==> src/rtl/branch_pc_sequencer_if.sv <==
// Branch-request handshake between decode/branch-resolve (master) and the
// fetch PC sequencer (slave).
interface branch_pc_sequencer_if;
    logic        br_valid;
    logic        br_taken;
    logic [15:0] br_imm16;
    logic [31:0] br_pc4;
    logic        br_ack;

    modport master (
        output br_valid,
        output br_taken,
        output br_imm16,
        output br_pc4,
        input  br_ack
    );

    modport slave (
        input  br_valid,
        input  br_taken,
        input  br_imm16,
        input  br_pc4,
        output br_ack
    );
endinterface

==> src/rtl/branch_pc_sequencer.sv <==
// Fetch PC owner: sequential +PC_STEP advance, and a two-cycle redirect
// (ack, then flush) to br_pc4 + sign_extend(imm16)<<2 on a taken branch.
module branch_pc_sequencer #(
    parameter logic [31:0] RESET_PC = 32'h0040_0020,
    parameter logic [31:0] PC_STEP  = 32'd4
) (
    input  logic                        clk,
    input  logic                        arst_n,
    input  logic                        stall,
    input  logic                        fetch_ready,
    branch_pc_sequencer_if.slave        br,
    output logic [31:0]                 pc,
    output logic                        pc_valid,
    output logic                        flush,
    output logic                        align_err
);

    localparam logic [1:0] BOOT  = 2'd0;
    localparam logic [1:0] RUN   = 2'd1;
    localparam logic [1:0] REDIR = 2'd2;

    logic [1:0]  state_q;
    logic [31:0] pc_q;
    logic [31:0] tgt_q;
    logic        flush_q;
    logic        align_q;

    logic        accept;
    logic        take;
    logic [31:0] br_sum;

    assign accept = (state_q == RUN) && br.br_valid && !stall;
    assign take   = accept && br.br_taken;
    assign br_sum = br.br_pc4 + {{14{br.br_imm16[15]}}, br.br_imm16, 2'b00};

    assign br.br_ack = accept;
    assign pc        = pc_q;
    assign pc_valid  = (state_q == RUN);
    assign flush     = flush_q;
    assign align_err = align_q;

    always_ff @(posedge clk or negedge arst_n) begin
        if (!arst_n) begin
            state_q <= BOOT;
            pc_q    <= RESET_PC;
            tgt_q   <= '0;
            flush_q <= 1'b0;
            align_q <= 1'b0;
        end else begin
            flush_q <= take;
            case (state_q)
                BOOT: begin
                    state_q <= RUN;
                end
                RUN: begin
                    if (take) begin
                        // Branch beats a concurrent fetch: pc holds until REDIR loads the target.
                        state_q <= REDIR;
                        tgt_q   <= {br_sum[31:2], 2'b00};
                        if (br.br_pc4[1:0] != 2'b00) begin
                            align_q <= 1'b1;
                        end
                    end else if (fetch_ready && !stall) begin
                        pc_q <= pc_q + PC_STEP;
                    end
                end
                REDIR: begin
                    state_q <= RUN;
                    pc_q    <= tgt_q;
                end
                default: begin
                    state_q <= BOOT;
                end
            endcase
        end
    end

endmodule

==> src/flat_wrapper.sv <==
// flat-port wrapper written by rule: the top's interface ports become plain ports
module branch_pc_sequencer_flat 
#(
    parameter logic [31:0] RESET_PC = 32'h0040_0020,
    parameter logic [31:0] PC_STEP  = 32'd4
)
  (clk, arst_n, stall, fetch_ready, pc, pc_valid, flush, align_err, br_br_valid, br_br_taken, br_br_imm16, br_br_pc4, br_br_ack);
  branch_pc_sequencer_if br_i ();
  input  logic clk;
  input  logic arst_n;
  input  logic stall;
  input  logic fetch_ready;
  output logic [31:0] pc;
  output logic pc_valid;
  output logic flush;
  output logic align_err;
  input wire logic [$bits(br_i.br_valid)-1:0] br_br_valid;
  input wire logic [$bits(br_i.br_taken)-1:0] br_br_taken;
  input wire logic [$bits(br_i.br_imm16)-1:0] br_br_imm16;
  input wire logic [$bits(br_i.br_pc4)-1:0] br_br_pc4;
  output wire logic [$bits(br_i.br_ack)-1:0] br_br_ack;
  assign br_i.br_valid = br_br_valid;
  assign br_i.br_taken = br_br_taken;
  assign br_i.br_imm16 = br_br_imm16;
  assign br_i.br_pc4 = br_br_pc4;
  assign br_br_ack = br_i.br_ack;
  branch_pc_sequencer #(.RESET_PC(RESET_PC), .PC_STEP(PC_STEP)) u_core (.clk(clk), .arst_n(arst_n), .stall(stall), .fetch_ready(fetch_ready), .br(br_i), .pc(pc), .pc_valid(pc_valid), .flush(flush), .align_err(align_err));
endmodule
==> config.mk <==
export PLATFORM = sky130hd
export DESIGN_NAME = branch_pc_sequencer_flat
export DESIGN_NICKNAME = d
export VERILOG_FILES = /design/src/rtl/branch_pc_sequencer_if.sv /design/src/rtl/branch_pc_sequencer.sv /design/src/flat_wrapper.sv
export SDC_FILE = /design/constraint.sdc
export NUM_CORES = 1
export LEC_CHECK = 0
export BUFFER_PORTS_ARGS = -buffer_cell sky130_fd_sc_hd__buf_2
export CAP_MARGIN = 20
export CORE_MARGIN = 3
export CORE_UTILIZATION = 56
export CTS_CLUSTER_SIZE = 12
export DETAILED_ROUTE_END_ITERATION = 10
export PLACE_DENSITY = 0.78
export REMOVE_ABC_BUFFERS = 1
export SYNTH_ARGS = -nofsm -noshare
export SYNTH_HDL_FRONTEND = slang
export SYNTH_SLANG_ARGS = --single-unit
==> constraint.sdc <==
create_clock -name clk -period 4.9 [get_ports clk]
set_input_delay 0.735 -clock clk [delete_from_list [all_inputs] [get_ports clk]]
set_output_delay 0.735 -clock clk [all_outputs]
set_load 0.1 [all_outputs]
## Word-level counts from Yosys, hierarchy flattened

Cells that the tools add are included.

| cells by class | value |
|---|---|
| eq/ne operators | 5 |
| reductions and logical operators | 12 |
| add/sub/neg operators | 2 |
| mux-type cells | 5 |

Operators by type and width:

| cell | number |
|---|---|
| $mux 32 | 2 |
| $pmux 32 s2 | 1 |
| $add 32x3->32 const B | 1 |
| $add 32x32->32 | 1 |
| $reduce_and 3->1 | 2 |
| $logic_and 1x1->1 | 4 |
| $ne 2x1->1 const B | 2 |
| $pmux 2 s2 | 1 |
| $reduce_bool 2->1 | 2 |
| $eq 2x1->1 const B | 1 |
| $eq 2x2->1 const B | 1 |
| $logic_not 2->1 | 1 |
| $mux 2 | 1 |
| $ne 2x2->1 const B | 1 |
| $reduce_and 2->1 | 1 |
| $reduce_or 2->1 | 1 |
| $logic_not 1->1 | 1 |

| storage, ports and cells | value |
|---|---|
| logic and storage cells | 29 |
| output and inout port bits | 36 |
| bits of input ports | 54 |
| register bits after elaboration | 66 |

## Longest topological paths before layout

| depth | value |
|---|---|
| depth in word-level cells | 6 |
| mapped depth | 10 |
| mapped depth without buffers | 10 |

## Least setup slack after synthesis

No wires, ideal clock.

| timing | value |
|---|---|
| kind | register -> register |
| from | register u_core.state_q[1] |
| to | register u_core.pc_q[9], in the netlist u_core.pc[9] |
| setup slack | 1.450 ns |
| library setup time | 0.134 ns |
| data arrival time | 3.316 ns |
| cell stages (with the launch flop) | 11 |
| clock period less this slack | 3.450 ns |
| buffers on the path | 2 |
| required time | 4.766 ns |
| cells stage by stage | dfrtp_1 -> inv_1 -> ha_1 -> and3b_1 -> nand2_1 -> buf_2 -> nand3_1 -> clkbuf_1 -> nor3_1 -> a21oi_1 -> o21ai_0 |

| between the ends | value |
|---|---|
| word-level cells in the longest chain between the ends | 6 |
| elaborated cells on any way between the ends | 10 |
| classes of those cells | eq/ne: 4; mux: 1; reduce/logical: 5 |

Ends and longest elaborated chain:

| element | line | text |
|---|---|---|
| start: declaration | branch_pc_sequencer.sv:22 | `logic [1:0] state_q;` |
| start signal: assignment | branch_pc_sequencer.sv:44 | `state_q <= BOOT;` |
| start signal: assignment | branch_pc_sequencer.sv:53 | `state_q <= RUN;` |
| start signal: assignment | branch_pc_sequencer.sv:58 | `state_q <= REDIR;` |
| $eq 2x1->1 | -- |  |
| via pc_valid | flat_wrapper.sv:14 | `output logic pc_valid;` |
| $logic_and 1x1->1 (2 in series) | branch_pc_sequencer.sv:32 | `assign accept = (state_q == RUN) && br.br_valid && !stall;` |
| via br_br_ack | flat_wrapper.sv:21 | `output wire logic [$bits(br_i.br_ack)-1:0] br_br_ack;` |
| $logic_and 1x1->1 | branch_pc_sequencer.sv:33 | `assign take = accept && br.br_taken;` |
| $ne 2x2->1 (no source line) | -- |  |
| $reduce_and 3->1 (no source line) | -- |  |
| end signal: assignment | branch_pc_sequencer.sv:64 | `pc_q <= pc_q + PC_STEP;` |
| end signal: assignment | branch_pc_sequencer.sv:69 | `pc_q <= tgt_q;` |
| end: declaration | branch_pc_sequencer.sv:23 | `logic [31:0] pc_q;` |

The timed path passes the listed nets, and every way through them passes these cells.
A chain may end at the register's enable or synchronous reset.

## Worst setup path after layout

| timing | value |
|---|---|
| from | register u_core.state_q[0] |
| to | register u_core.pc_q[31], in the netlist u_core.pc[31] |

| between the ends | value |
|---|---|
| word-level cells in the longest chain between the ends | 6 |
| elaborated cells on any way between the ends | 10 |
| classes of those cells | eq/ne: 4; mux: 1; reduce/logical: 5 |

Ends and longest elaborated chain:

| element | line |
|---|---|
| $eq 2x1->1 | branch_pc_sequencer.sv:32, branch_pc_sequencer.sv:51 |
| $logic_and 1x1->1 (2 in series) | branch_pc_sequencer.sv:32 |
| $logic_and 1x1->1 | branch_pc_sequencer.sv:33 |
| $ne 2x2->1 (no source line) | -- |
| $reduce_and 3->1 (no source line) | -- |

Parallel ways exist; a longest one is shown, timed or not.

==> impl_results.md <==
- Status: complete, no violations
- Final setup viols: 0
- Placed cells: 746
- Initial DRC count: between 200 and 300
- Synth Cell Area: 4750 um^2
- DR pass1 iterations: 5
- Setup bufs post-CTS: 0
- Design Area, Final: about 5400 um^2
- Worst-Margin Slew: roughly 0.78 ns
- Area delta synth->final: 14.7%
- Most numerous cell in the Yosys netlist: nand2_1
- Synth Flop Type: dfrtp_1
- Commonest cells post-synth: nand2_1 (77), dfrtp_1 (62), a21oi_1 (49)
- TNS Setup: 0 ns
- Routed Antenna Nets: 0
- GP Congestion: roughly 0.93
- Skew final: roughly 0.01 ns
- RSZ-0062 raised after global routing: false
- WP data arrival: ~3.3 ns
- Crit path max fanout: 19
- MaxCap Viol Count: 0
- Vias in the first global route: 4282
- Initial antenna violation count: 0
- Cell Rows: 32
- Synth Register Bits: 64
- First-pass GRT wire length: slightly above 20 mm
- Min-Delay Path Class: flop to flop
- Fin. Hold Viols: 0
- Max VDD drop: between 300 and 400 uV
- Post-cts sizing count: 0
- Clock Path Buffers: 2
- Layout Cells excl Fill: between 700 and 800
- Number of remaining DRC errors: 0
- Largest area contributor in the netlist: dfrtp_1
- Fin crit share: 61.7%
- Drt wl/cell: ~16 um
- Worst-Skew Late Latency: 0.35 ns
- DP Wirelength: about 9.0 mm
- # H-tree levels: 3
- Hold_buf cts: 0
- Tot Pwr: ~3.6 mW
- Initial Util: approximately three fifths
- IO Pins: 90
- Drt total wl: 12.0 mm
- EDFF count, synth: 0
- Die boundary height: slightly below 100 um
- Total global-route track usage: approximately a quarter
- Die area: 9620 um^2
- Top cell type's share of synthesized area: between 30% and 40%
- Fraction of registers with async set/reset: 100%
- Distinct cell type count of the synthesized netlist: 66
- Gr ovfl total: 0
- Hold WS: between 0.4 and 0.5 ns
- Synth warn: 0
- CTS buffer count: 9
- Max-slew violations: 0
- Pwr Density: about 660 nW/um^2
- Crit Path Category: flop to flop
- Req. time, crit path: roughly 5.2 ns
- CTS tree: yes
- Crit path time final: between 3 and 4 ns
- Nets@finish: ~740
- Placed cell area: roughly 5200 um^2
- Crit path launch type: flop
- Share of cells above drive strength 1: 18.0%
- Port Buffers: 87
- Number of diodes: 0
- Post-Syn Instances: ~580
- Register area share after synthesis: 33.8%
- Vias per inst: between 6 and 7
- CTS clk-pin slew, worst paths: 0.07 ns
- Clock sink count: 64
- Largest net degree at the start of global routing: 65
- Top cells by area, synth: dfrtp_1 (33%), ha_1 (9.0%), nand2_1 (6.1%), a21oi_1 (5.2%), o21ai_0 (5.1%)
- Die Wd: ~100 um
- Via count: approximately 4600
- Capturing element type of the critical path: flop
- CTS root buffer: clkbuf_8
- Syn_area_per_cell: just over 8 um^2
- Relative slew slack: 47.7%
- Core box area: ~8000 um^2
- Max Freq: about 0.33 GHz
- Lkg Pwr: about 2.6 nW
## report_power, final
group / internal, mW / switching [mW] / total (mW) / leakage [nW]
sequential: 0.782 / 0.262 / 1.04 / 0.791
combinational: 0.514 / 1.53 / 2.05 / 1.68
clock: 0.287 / 0.202 / 0.489 / 0.104
total: 1.58 / 2.00 / 3.58 / 2.57
## routing by layer
metal | wire length [um] | global-route usage, % | vias to the layer above
met5 | 0 | 0 | -
met4 | 230 | 7.77 | 0
met3 | 715 | 3.21 | 21
met2 | 5590 | 39.7 | 177
met1 | 5480 | 36.2 | 2097
li1 | - | - | 2293
## cell type report
type                       count  area, um^2
multi-input combinational    472        2970
clock inverter                 5        81.3
sequential                    64        1600
fill                         671        2520
timing repair buffer          91         465
tap                          102         128
clock buffer                  11         131
inverter                      17        63.8
## critical path, cell delays in order, from the launching register on
cell and delay [ns]:
dfrtp_1 0.41, inv_1 0.10, ha_1 0.66, clkinv_1 0.68, nor2_1 0.80, a22oi_1 0.16, o21ai_1 0.12
## layout by cell type, fill, tap and decap left out, types with 4 or more instances in the layout
master / instances
inv_1: 16
and2_1: 5
xnor2_1: 8
a21o_1: 13
nand3_1: 30
xor2_1: 10
dfrtp_1: 62
a22oi_1: 9
ha_1: 34
clkbuf_8: 9
buf_4: 4
o21ai_1: 11
nor3_1: 15
and4_1: 4
and3_1: 9
a21oi_1: 49
a31oi_1: 6
o21ai_0: 48
nand4_1: 10
o2111a_1: 4
nand2_1: 76
or3_1: 6
a221o_1: 4
nor2_1: 40
mux2i_1: 12
o22ai_1: 20
buf_2: 87
## final timing paths
check | start | end | slack [ns] | cells past startpoint
worst min register to register | u_core.align_err | u_core.align_err | 0.47 | 1
worst max-delay path | u_core.state_q[0] | u_core.pc[31] | 1.88 | 6
max in group asynchronous | arst_n | u_core.tgt_q[31] | 3.83 | 2
worst min-delay path | u_core.align_err | u_core.align_err | 0.47 | 1
worst max register to register | u_core.state_q[0] | u_core.pc[31] | 1.88 | 6
min in group asynchronous | arst_n | u_core.align_err | 0.54 | 2
## per-stage QoR
step	worst slack, ns	utilization [%]
4_1_cts	1.95	68.4
3_5_place_dp	1.87	65.7
3_3_place_gp	1.92	65.7
5_1_grt	1.69	68.4
6_report	1.88	68.4
2_1_floorplan	0.00378	-
## sequential cells by signal (all words and copies together) (netlist names)
signal / flops
u_core.tgt_q: 30
u_core.state_q: 2
u_core.flush: 1
u_core.pc: 30
u_core.align_err: 1
## cells by family (layout without fill, tap and decap cells)
kind of cell             Yosys count  in the layout  synth area share [%]
multiplexers                      13             13                  2.77
buffers and inverters             44            124                  3.74
AO/OA/AOI/OAI                    196            196                  26.4
other                              1              2                0.0790
XOR/XNOR                          18             18                  3.32
flip-flops                        64             64                  33.8
AND/OR/NAND/NOR                  208            208                  20.6
adder cells (fa/ha/maj)           35             35                  9.38
(Power assumes the default switching activity.)
